File: src/rtl/lab3_mem_cache_pkg.sv
// Shared definitions for the blocking cache: controller states, memory message
// types, memory-request address select encodings and a byte-enable helper.
package lab3_mem_cache_pkg;

    typedef enum logic [3:0] {
        ST_IDLE = 4'd0,
        ST_TC   = 4'd1,
        ST_IN   = 4'd2,
        ST_RD   = 4'd3,
        ST_WD   = 4'd4,
        ST_EP   = 4'd5,
        ST_ER   = 4'd6,
        ST_EW   = 4'd7,
        ST_RR   = 4'd8,
        ST_RW   = 4'd9,
        ST_RU   = 4'd10,
        ST_WAIT = 4'd11
    } state_t;

    localparam logic [2:0] MSG_READ  = 3'd0;
    localparam logic [2:0] MSG_WRITE = 3'd1;
    localparam logic [2:0] MSG_INIT  = 3'd2;

    // memreq_addr_sel: evicted line address or the line holding the request
    localparam logic MEMREQ_ADDR_EVICT  = 1'b0;
    localparam logic MEMREQ_ADDR_REFILL = 1'b1;

    // refill_mux_sel: replicated request word or refill line from memory
    localparam logic REFILL_SEL_REQ = 1'b0;
    localparam logic REFILL_SEL_MEM = 1'b1;

    localparam logic [15:0] WBEN_FULL_LINE = 16'hFFFF;

    // Four byte enables for the 32-bit word selected inside a 16-byte line
    function automatic logic [15:0] word_wben(input logic [1:0] word);
        return 16'h000F << {word, 2'b00};
    endfunction

endpackage

File: src/rtl/lab3_mem_blocking_cache_base_ctrl_if.sv
// Val/rdy handshakes between the cache controller, its client and memory.
// master: the environment side (client + memory); slave: the controller side.
interface lab3_mem_blocking_cache_base_ctrl_if;

    logic cachereq_val;
    logic cachereq_rdy;
    logic cacheresp_val;
    logic cacheresp_rdy;
    logic memreq_val;
    logic memreq_rdy;
    logic memresp_val;
    logic memresp_rdy;

    modport master (
        output cachereq_val,
        input  cachereq_rdy,
        input  cacheresp_val,
        output cacheresp_rdy,
        input  memreq_val,
        output memreq_rdy,
        output memresp_val,
        input  memresp_rdy
    );

    modport slave (
        input  cachereq_val,
        output cachereq_rdy,
        output cacheresp_val,
        input  cacheresp_rdy,
        output memreq_val,
        input  memreq_rdy,
        input  memresp_val,
        output memresp_rdy
    );

endinterface

File: src/rtl/lab3_mem_bit_array.sv
// One flag bit per cache line with set/clear at an index and combinational
// read of the same index. Set has priority over clear.
module lab3_mem_bit_array #(
    parameter  int nblocks = 16,
    localparam int idw     = (nblocks > 1) ? $clog2(nblocks) : 1
) (
    input  logic           clk,
    input  logic           reset,
    input  logic [idw-1:0] idx,
    input  logic           set,
    input  logic           clear,
    output logic           rdata
);

    logic [nblocks-1:0] bits;

    // Flag storage: cleared by reset, updated one line at a time
    always_ff @(posedge clk or posedge reset) begin
        if (reset) begin
            bits <= '0;
        end else if (set) begin
            bits[idx] <= 1'b1;
        end else if (clear) begin
            bits[idx] <= 1'b0;
        end else begin
            bits <= bits;
        end
    end

    assign rdata = bits[idx];

endmodule

File: src/rtl/lab3_mem_blocking_cache_base_ctrl.sv
// Control unit of the baseline blocking cache (direct-mapped, 16-byte lines,
// write-back / write-allocate). Owns all handshakes and the valid/dirty bits,
// and steers the datapath. Exactly one request is in flight at a time.
module lab3_mem_blocking_cache_base_ctrl
    import lab3_mem_cache_pkg::*;
#(
    parameter int size        = 256,
    parameter int p_idx_shamt = 0
) (
    input  logic                                 clk,
    input  logic                                 reset,
    lab3_mem_blocking_cache_base_ctrl_if.slave   bus,

    output logic                                 cachereq_en,
    output logic                                 memresp_en,
    output logic                                 refill_mux_sel,
    output logic                                 tag_array_wen,
    output logic                                 data_array_wen,
    output logic [15:0]                          data_array_wben,
    output logic                                 evict_addr_reg_en,
    output logic                                 memreq_addr_sel,
    output logic [2:0]                           memreq_type,
    output logic                                 cacheresp_hit,

    input  logic [2:0]                           cachereq_type,
    input  logic [31:0]                          cachereq_addr,
    input  logic                                 tag_match
);

    localparam int nblocks = size * 8 / 128;
    localparam int idw     = $clog2(nblocks);

    state_t           state;
    state_t           next_state;
    logic [idw-1:0]   idx;
    logic             valid_rd;
    logic             dirty_rd;
    logic             hit;
    logic             is_init;
    logic             is_write;
    logic             valid_set;
    logic             dirty_set;
    logic             dirty_clear;
    logic             unused_addr;

    // Only the index and word-select bits matter here; the rest is datapath business
    assign unused_addr = ^cachereq_addr;

    assign idx      = cachereq_addr[idw+4+p_idx_shamt-1 -: idw];
    assign hit      = tag_match & valid_rd;
    assign is_init  = (cachereq_type == MSG_INIT);
    assign is_write = (cachereq_type == MSG_WRITE);

    lab3_mem_bit_array #(.nblocks(nblocks)) valid_bits (
        .clk   (clk),
        .reset (reset),
        .idx   (idx),
        .set   (valid_set),
        .clear (1'b0),
        .rdata (valid_rd)
    );

    lab3_mem_bit_array #(.nblocks(nblocks)) dirty_bits (
        .clk   (clk),
        .reset (reset),
        .idx   (idx),
        .set   (dirty_set),
        .clear (dirty_clear),
        .rdata (dirty_rd)
    );

    // Controller state register
    always_ff @(posedge clk or posedge reset) begin
        if (reset) begin
            state <= ST_IDLE;
        end else begin
            state <= next_state;
        end
    end

    // Hit status is captured at tag check and held for the response
    always_ff @(posedge clk or posedge reset) begin
        if (reset) begin
            cacheresp_hit <= 1'b0;
        end else if (state == ST_TC) begin
            cacheresp_hit <= hit;
        end else begin
            cacheresp_hit <= cacheresp_hit;
        end
    end

    // Next-state selection
    always_comb begin
        next_state = state;
        case (state)
            ST_IDLE: begin
                if (bus.cachereq_val) next_state = ST_TC;
                else                  next_state = ST_IDLE;
            end
            ST_TC: begin
                if (is_init)                    next_state = ST_IN;
                else if (hit && is_write)       next_state = ST_WD;
                else if (hit)                   next_state = ST_RD;
                else if (valid_rd && dirty_rd)  next_state = ST_EP;
                else                            next_state = ST_RR;
            end
            ST_IN:   next_state = ST_WAIT;
            ST_RD:   next_state = ST_WAIT;
            ST_WD:   next_state = ST_WAIT;
            ST_EP:   next_state = ST_ER;
            ST_ER: begin
                if (bus.memreq_rdy) next_state = ST_EW;
                else                next_state = ST_ER;
            end
            ST_EW: begin
                if (bus.memresp_val) next_state = ST_RR;
                else                 next_state = ST_EW;
            end
            ST_RR: begin
                if (bus.memreq_rdy) next_state = ST_RW;
                else                next_state = ST_RR;
            end
            ST_RW: begin
                if (bus.memresp_val) next_state = ST_RU;
                else                 next_state = ST_RW;
            end
            ST_RU: begin
                if (is_write) next_state = ST_WD;
                else          next_state = ST_RD;
            end
            ST_WAIT: begin
                if (bus.cacheresp_rdy) next_state = ST_IDLE;
                else                   next_state = ST_WAIT;
            end
            default: next_state = ST_IDLE;
        endcase
    end

    // Moore decode of datapath controls and handshakes from the current state
    always_comb begin
        bus.cachereq_rdy  = 1'b0;
        bus.cacheresp_val = 1'b0;
        bus.memreq_val    = 1'b0;
        bus.memresp_rdy   = 1'b0;
        cachereq_en       = 1'b0;
        memresp_en        = 1'b0;
        refill_mux_sel    = REFILL_SEL_REQ;
        tag_array_wen     = 1'b0;
        data_array_wen    = 1'b0;
        data_array_wben   = 16'h0000;
        evict_addr_reg_en = 1'b0;
        memreq_addr_sel   = MEMREQ_ADDR_EVICT;
        memreq_type       = MSG_READ;
        valid_set         = 1'b0;
        dirty_set         = 1'b0;
        dirty_clear       = 1'b0;
        case (state)
            ST_IDLE: begin
                bus.cachereq_rdy = 1'b1;
                cachereq_en      = bus.cachereq_val;
            end
            ST_IN: begin
                tag_array_wen   = 1'b1;
                data_array_wen  = 1'b1;
                data_array_wben = word_wben(cachereq_addr[3:2]);
                valid_set       = 1'b1;
                dirty_clear     = 1'b1;
            end
            ST_WD: begin
                data_array_wen  = 1'b1;
                data_array_wben = word_wben(cachereq_addr[3:2]);
                dirty_set       = 1'b1;
            end
            ST_EP: begin
                evict_addr_reg_en = 1'b1;
            end
            ST_ER: begin
                bus.memreq_val  = 1'b1;
                memreq_type     = MSG_WRITE;
                memreq_addr_sel = MEMREQ_ADDR_EVICT;
            end
            ST_EW: begin
                bus.memresp_rdy = 1'b1;
            end
            ST_RR: begin
                bus.memreq_val  = 1'b1;
                memreq_type     = MSG_READ;
                memreq_addr_sel = MEMREQ_ADDR_REFILL;
            end
            ST_RW: begin
                bus.memresp_rdy = 1'b1;
                memresp_en      = bus.memresp_val;
            end
            ST_RU: begin
                refill_mux_sel  = REFILL_SEL_MEM;
                tag_array_wen   = 1'b1;
                data_array_wen  = 1'b1;
                data_array_wben = WBEN_FULL_LINE;
                valid_set       = 1'b1;
                dirty_clear     = 1'b1;
            end
            ST_WAIT: begin
                bus.cacheresp_val = 1'b1;
            end
            default: begin
                bus.cachereq_rdy = 1'b0;
            end
        endcase
    end

endmodule

File: src/flat_wrapper.sv
// flat-port wrapper written by rule: the top's interface ports become plain ports
module lab3_mem_blocking_cache_base_ctrl_flat import lab3_mem_cache_pkg::*;
#(
    parameter int size        = 256,
    parameter int p_idx_shamt = 0
)
  (clk, reset, cachereq_en, memresp_en, refill_mux_sel, tag_array_wen, data_array_wen, data_array_wben, evict_addr_reg_en, memreq_addr_sel, memreq_type, cacheresp_hit, cachereq_type, cachereq_addr, tag_match, bus_cachereq_val, bus_cachereq_rdy, bus_cacheresp_val, bus_cacheresp_rdy, bus_memreq_val, bus_memreq_rdy, bus_memresp_val, bus_memresp_rdy);
  lab3_mem_blocking_cache_base_ctrl_if bus_i ();
  input  logic clk;
  input  logic reset;
  output logic cachereq_en;
  output logic memresp_en;
  output logic refill_mux_sel;
  output logic tag_array_wen;
  output logic data_array_wen;
  output logic [15:0] data_array_wben;
  output logic evict_addr_reg_en;
  output logic memreq_addr_sel;
  output logic [2:0] memreq_type;
  output logic cacheresp_hit;
  input  logic [2:0] cachereq_type;
  input  logic [31:0] cachereq_addr;
  input  logic tag_match;
  input wire logic [$bits(bus_i.cachereq_val)-1:0] bus_cachereq_val;
  output wire logic [$bits(bus_i.cachereq_rdy)-1:0] bus_cachereq_rdy;
  output wire logic [$bits(bus_i.cacheresp_val)-1:0] bus_cacheresp_val;
  input wire logic [$bits(bus_i.cacheresp_rdy)-1:0] bus_cacheresp_rdy;
  output wire logic [$bits(bus_i.memreq_val)-1:0] bus_memreq_val;
  input wire logic [$bits(bus_i.memreq_rdy)-1:0] bus_memreq_rdy;
  input wire logic [$bits(bus_i.memresp_val)-1:0] bus_memresp_val;
  output wire logic [$bits(bus_i.memresp_rdy)-1:0] bus_memresp_rdy;
  assign bus_i.cachereq_val = bus_cachereq_val;
  assign bus_cachereq_rdy = bus_i.cachereq_rdy;
  assign bus_cacheresp_val = bus_i.cacheresp_val;
  assign bus_i.cacheresp_rdy = bus_cacheresp_rdy;
  assign bus_memreq_val = bus_i.memreq_val;
  assign bus_i.memreq_rdy = bus_memreq_rdy;
  assign bus_i.memresp_val = bus_memresp_val;
  assign bus_memresp_rdy = bus_i.memresp_rdy;
  lab3_mem_blocking_cache_base_ctrl #(.size(size), .p_idx_shamt(p_idx_shamt)) u_core (.clk(clk), .reset(reset), .bus(bus_i), .cachereq_en(cachereq_en), .memresp_en(memresp_en), .refill_mux_sel(refill_mux_sel), .tag_array_wen(tag_array_wen), .data_array_wen(data_array_wen), .data_array_wben(data_array_wben), .evict_addr_reg_en(evict_addr_reg_en), .memreq_addr_sel(memreq_addr_sel), .memreq_type(memreq_type), .cacheresp_hit(cacheresp_hit), .cachereq_type(cachereq_type), .cachereq_addr(cachereq_addr), .tag_match(tag_match));
endmodule
File: config.mk
export PLATFORM = sky130hd
export DESIGN_NAME = lab3_mem_blocking_cache_base_ctrl_flat
export DESIGN_NICKNAME = d
export VERILOG_FILES = /design/src/rtl/lab3_mem_cache_pkg.sv /design/src/rtl/lab3_mem_blocking_cache_base_ctrl_if.sv /design/src/rtl/lab3_mem_bit_array.sv /design/src/rtl/lab3_mem_blocking_cache_base_ctrl.sv /design/src/flat_wrapper.sv
export SDC_FILE = /design/constraint.sdc
export NUM_CORES = 1
export LEC_CHECK = 0
export ABC_AREA = 1
export CAP_MARGIN = 30
export CORE_UTILIZATION = 48
export DETAILED_ROUTE_END_ITERATION = 10
export GPL_TIMING_DRIVEN = 0
export PLACE_DENSITY = 0.83
export REMOVE_ABC_BUFFERS = 1
export SLEW_MARGIN = 25
export SYNTH_ARGS = -nofsm -noshare
export SYNTH_HDL_FRONTEND = slang
export SYNTH_HIERARCHICAL = 1
export SYNTH_SLANG_ARGS = --single-unit
File: constraint.sdc
create_clock -name clk -period 1.88 [get_ports clk]
set_input_delay 0.188 -clock clk [delete_from_list [all_inputs] [get_ports clk]]
set_output_delay 0.188 -clock clk [all_outputs]
set_load 0.03 [all_outputs]
==> impl_results.md, run 1 <==
* Status: finished clean
* Drt drc at 0
* Worst setup EP type: output port
* Worst-path clk slew at 0.07 ns
* R2R Setup Slk at 0.08 ns
* Clock latency on the worst-skew pair at 0.29 ns
* Worst-Margin Slew at 0.606 ns
* Dpl hpwl at 3850 um
* Largest net degree at the start of global routing at 22
* Synth-to-layout area growth at 19.5%
* Final Power at 0.00387 W
* Final period util at 97.4%
* Non-Filler Instances at 471
* Hold Crit Class: input pin to asynchronous set/reset pin
* P_leak at 1.54 nW
* Post-synthesis adder-cell area fraction at 0%
* Input/output buffers at 44
* Initial DRC count at 108
* Async S/R FF share, synth at 100%
* Setup-failing EPs final at 0
* Chip width at 73.5 um
* Fin area at 2930 um2
* DR WL/cell at 11.4 um
* Max Cap Violations at 0
* Synth Register Bits at 37
* Post-synth EDFFs at 0
* Unrepaired setup endpoints after global routing: yes
* Xor-xnor portion of the synthesized cell area at 0%
* Core area at 4820 um2
* Die ar. at 5400 um2
* Synth unique cells at 25
* Clock period minus final worst setup slack at 1.83 ns
* Via count at 2307
* Initial antenna violation count at 0
* Die H at 73.5 um
* Main combinational cell family by area after synthesis: simple AND/OR/NAND/NOR gates
* Crit Path Max Fanout at 5
* Worst Path Required at 1.69 ns
* Num CTS Buffers at 5
* CTS Root Cell: clkbuf_8
* Mean post-synth cell area at 6.65 um2
* Yosys top cell area share at 37.7%
* Main synth FF type: dfrtp_1
* Peak VDD IR at 570 uV
* Type of the worst setup path: flip-flop to output port
* Placed Instance Area at 2840 um2
* Sequential-to-total area share from yosys stat at 37.7%
* Vias in the first global route at 2182
* Pre-antenna DRT Iters at 4
* Deepest clock path buffer count at 2
* GP Congestion at 0.856
* Synth Instances at 369
* Ant. Diodes at 0
* Synth warn at 6
* Synth Cell Area at 2450 um2
* Most frequent cells after synthesis: nand2_1, dfrtp_1, inv_1
* Max Clock Freq at 0.546 GHz
* Util after Layout at 60.9%
* DRT Wirelength at 5360 um
* ANT nets after route at 0
* Top-count cell post-synth: nand2_1
* Worst Skew at 0.00774 ns
* Synth Area in Simple Gates at 42.1%
* # H-tree levels at 2
* Global-route wire length before repair at 9270 um
* Nature of the critical path startpoint: flip-flop
* Starting density of the core at 50.9%
* Top post-synthesis cells by area: dfrtp_1, nand2_1, buf_4
* Nets at 445
* CTS Sinks at 37
* CTS tree: yes
* GRT overflow at 0
* Pwr dens at 1320 nW/um2
* Synth Area in Compound Gates at 8.26%
* DR vias/cell at 4.90
* IO Pins at 73
* Layout cells sized above 1 at 16.8%
* Relative slew margins at 59.6%
* Cell taking the most area after synthesis: dfrtp_1
* Final Hold Vio Count at 0
* Placed insts at 462
* Max-slew violation count at 0
* Global-route usage over all layers at 22.4%
* Std cell rows at 25
* WP data arrival at 1.64 ns
* Post-synthesis mux area share at 0%
## final cells by class
type | count | area [um2]
Tap cell | 67 | 83.8
Sequential cell | 37 | 926
Clock inverter | 2 | 37.5
Clock buffer | 6 | 82.6
Fill cell | 457 | 1880
Multi-Input combinational cell | 278 | 1270
Timing Repair Buffer | 45 | 385
Inverter | 36 | 143
## cell families after synthesis
logic type,after synthesis
compound gates,39
flops,37
simple gates,236
other cells,1
buf+inv,56
## where the power goes
part | total, W | internal (W) | switching, W
logic | 0.00198 | 0.000645 | 0.00133
registers | 0.00117 | 0.00103 | 0.000147
clock network | 0.000716 | 0.000431 | 0.000284
## worst max-delay path, cell delays in order, from the launching register on
cell and delay [ns]:
dfrtp_1 0.46, nand2_1 0.15, nor2_4 0.17, inv_2 0.05, o21ai_2 0.10, nand3_1 0.14, nand2_2 0.11, buf_4 0.17
## placed cells by master (no fill, tap or decap), types with 4 or more instances in the layout
cell type        instances
inv_1                   27
buf_6                    4
nor2_2                   5
nand2_2                  9
o21ai_1                 18
buf_4                   13
nor3_4                   4
nor2_4                   5
nand3_1                 13
dlygate4sd2_1            8
clkbuf_8                 6
inv_2                    6
clkdlybuf4s50_1         13
nor2_1                  21
clkbuf_2                 5
dfrtp_1                 37
nand2_1                171
o21ai_0                 16
## routing by layer
metal	GRT usage (%)	up-vias	routed length (um)
met5	0	-	0
met4	8.55	0	37
met3	4.25	3	406
met2	38.4	88	2450
met1	27.9	1014	2470
li1	-	1202	-
## timing repair
item                                    CTS  global route
pin swaps                                 1             2
cloned                                    0             0
buffers inserted                          0             1
gates resized for setup                 104            48
endpoints found under the setup margin   45            29
hold buffers                              0             0
## through the flow
stage	setup TNS, ns	worst slack (ns)	hold slack [ns]
2_1_floorplan	-3.16	-0.186	-0.0335
3_3_place_gp	-13.51	-0.846	0.461
3_5_place_dp	-13.24	-0.842	0.465
4_1_cts	-0.0725	-0.0251	0.145
5_1_grt	-0.520	-0.0599	0.182
6_report	0	0.0496	0.147
## final timing paths
path | from | end | depth (start not counted)
worst max register to register | u_core/state[0] | flip-flop | 8
worst max-delay path | u_core/state[2] | data_array_wben[6] | 7
min in group clk | cachereq_addr[6] | flip-flop | 4
worst min register to register | flip-flop | flip-flop | 2
worst min-delay path | reset | u_core/state[3] | 2
max in group asynchronous | reset | asynchronous set/reset pin | 2
(Power assumes the default switching activity.)
==> run 2: changes to the inputs <==
--- a/config.mk
+++ b/config.mk
@@ -7,10 +7,12 @@
 export LEC_CHECK = 0
 export ABC_AREA = 1
 export CAP_MARGIN = 30
-export CORE_UTILIZATION = 48
+export CELL_PAD_IN_SITES_DETAIL_PLACEMENT = 0
+export CELL_PAD_IN_SITES_GLOBAL_PLACEMENT = 2
+export CORE_UTILIZATION = 27
 export DETAILED_ROUTE_END_ITERATION = 10
 export GPL_TIMING_DRIVEN = 0
-export PLACE_DENSITY = 0.83
+export PLACE_DENSITY = 0.88
 export REMOVE_ABC_BUFFERS = 1
 export SLEW_MARGIN = 25
 export SYNTH_ARGS = -nofsm -noshare
==> constraint.sdc (replaced) <==
create_clock -name clk -period 2.2 [get_ports clk]
set_input_delay 0.22 -clock clk [delete_from_list [all_inputs] [get_ports clk]]
set_output_delay 0.22 -clock clk [all_outputs]
set_load 0.03 [all_outputs]
==> run 2 against run 1 <==
Effect of this change:
- clock-buffer cell count increased by 1
- worst hold slack improved by 0.035 ns
- via count decreased by 0.17%
- first-iteration DRC count increased by 53%
- register-to-register slack improved by 0.23 ns
- largest cell class unchanged
- non-clock buffer count unchanged
- design area increased by 0.34%
- clock skew decreased by 0.0019 ns
- sequential power decreased by 15%
- utilization decreased by 27 points
- setup slack improved by 0.086 ns
- die area increased by 75%
==> impl_results.md, run 2 (synthesized netlist as in run 1, its figures left out) <==
* Dpl hpwl at 4540 um
* DR vias/cell at 4.50
* DRT Wirelength at 5990 um
* Ant. Diodes at 0
* Pre-antenna DRT Iters at 4
* Worst setup EP type: output port
* ANT nets after route at 0
* R2R Setup Slk at 0.31 ns
* Nets at 445
* IO Pins at 73
* Worst Path Required at 1.98 ns
* Vias in the first global route at 2119
* Crit Path Max Fanout at 4
* CP endpoint: bus_cachereq_rdy
* Max-slew violation count at 0
* Family with the most delay on the worst path: buffers and inverters
* Initial antenna violation count at 0
* Drt drc at 0
* Max Clock Freq at 0.484 GHz
* Core area at 8760 um2
* Layout cells sized above 1 at 13.1%
* DP Worst Slack at -0.254 ns
* CTS Root Cell: clkbuf_8
* Status: finished clean
* Stages on worst setup path at 4
* Global-route wire length before repair at 10200 um
* Largest stage delay on the critical path at 0.71 ns
* Num CTS Buffers at 5
* GRT overflow at 0
* Worst-Margin Slew at 0.786 ns
* Setup-failing EPs final at 0
* Pwr dens at 1070 nW/um2
* CTS Sinks at 37
* CTS tree: yes
* Std cell rows at 34
* Deepest clock path buffer count at 2
* P_leak at 1.57 nW
* Post-CTS Hold Fix Bufs at 0
* Post-CTS sizing at 19
* Nature of the critical path startpoint: flip-flop
* Largest net degree at the start of global routing at 17
* Setup TNS Final at 0 ns
* Reg2Reg Depth at 8
* Type of the worst setup path: flip-flop to output port
* Starting density of the core at 28.0%
* Die H at 97.3 um
* Commonest non-fill, non-tap cells in the layout: nand2_1, dfrtp_1, inv_1, nor2_1, clkdlybuf4s50_1
* Peak VDD IR at 269 uV
* Worst path cell trace: inv_1 -> nand2_2 -> nor2_1 -> clkdlybuf4s50_1
* Commonest non-fill, non-tap cell in the layout: nand2_1
* Unrepaired setup endpoints after global routing: no
* Max Cap Violations at 0
* Relative slew margins at 47.5%
* Global-route usage over all layers at 13.2%
* Hold Crit Class: input pin to asynchronous set/reset pin
* Input/output buffers at 44
* Via count at 2303
* Setup WS post-layout at 0.135 ns
* Initial DRC count at 165
* Post-CTS setup buffer count at 0
* Crit. Startpoint: u_core/state[0]
* CP max-delay cell: clkdlybuf4s50_1
* GP Congestion at 0.798
* WP data arrival at 1.84 ns
* Clock period minus final worst setup slack at 2.06 ns
* Worst-path clk slew at 0.08 ns
* CP bufs+invs at 2
* Clock latency on the worst-skew pair at 0.29 ns
* DR WL/cell at 11.7 um
* # H-tree levels at 2
* Worst Skew at 0.00586 ns
* Chip width at 97.3 um
* Final period util at 93.8%
* Synth-to-layout area growth at 19.9%
* Final Hold Vio Count at 0
* Reg2reg start: u_core/state[0]
* Die ar. at 9470 um2
-- run 2: changes by cell type in the layout (fill, tap and decap cells not counted), moves of 2 or more --
cell | before | now
buf_4 | 13 | 0
clkbuf_2 | 5 | 16
clkdlybuf4s50_1 | 13 | 20
dlygate4sd2_1 | 8 | 2
dlymetal6s2s_1 | 1 | 6
buf_6 | 4 | 0
nand2_1 | 171 | 175
nand2_2 | 9 | 5
inv_1 | 27 | 29
nand3_1 | 13 | 15
nand3_2 | 2 | 0
-- run 2: where the power goes --
part / total (W) / switching, W / internal, W
Clock: 0.000530 / 0.000246 / 0.000283
Sequential: 0.000997 / 0.000121 / 0.000876
Combinational: 0.00164 / 0.00113 / 0.000505
Total: 0.00316 / 0.00150 / 0.00166
-- run 2: routing by layer --
layer | track usage (%) | wire length (um)
met1 | 17.2 | 2990
met2 | 22.0 | 2660
met3 | 2.45 | 268
met4 | 4.41 | 81
met5 | 0 | 0
-- run 2: how the worst min path moves through the flow --
stage	start	end	slack (ns)	cells past startpoint
2_1_floorplan	reset	u_core/cacheresp_hit	-0.001	1
3_3_place_gp	flip-flop	flip-flop	0.47	2
3_5_place_dp	flip-flop	flip-flop	0.47	2
4_1_cts	reset	u_core/state[3]	0.18	2
5_1_grt	reset	u_core/state[3]	0.23	2
6_report	reset	u_core/state[2]	0.18	2
-- run 2: area by class of cell --
| cell class | instances | area [um2] |
|---|---|---|
| fillers | 976 | 5820 |
| multi-input cells | 278 | 1250 |
| flip-flops and latches | 37 | 926 |
| repair buffers | 45 | 388 |
| inverters | 36 | 140 |
| well taps | 108 | 135 |
| clock buffers | 7 | 96.3 |
| clock inverters | 1 | 5.00 |
-- run 2: through the flow --
| step | util, % | power, W | std cells | hold WS (ns) | instance area (um2) |
|---|---|---|---|---|---|
| finish | 33.6 | 0.00316 | 512 | 0.182 | 2940 |
| global route | 33.6 | 0.00341 | 512 | 0.230 | 2940 |
| CTS | 34.1 | 0.00324 | 512 | 0.177 | 2990 |
| detailed placement | 33.1 | 0.00278 | 504 | 0.473 | 2900 |
| global placement | 33.0 | 0.00276 | 503 | 0.467 | 2890 |
| floorplan | - | 0.00215 | 351 | -0.00148 | 2310 |
-- run 2: worst reg2reg max path, cell delays in order, from the launching register on --
cell and delay [ns]:
dfrtp_1 0.41, inv_1 0.14, nand2_2 0.13, nor2_2 0.27
nor2_1 0.20, nor3_2 0.32, nand2_1 0.14, nand2_1 0.08
o21ai_0 0.07
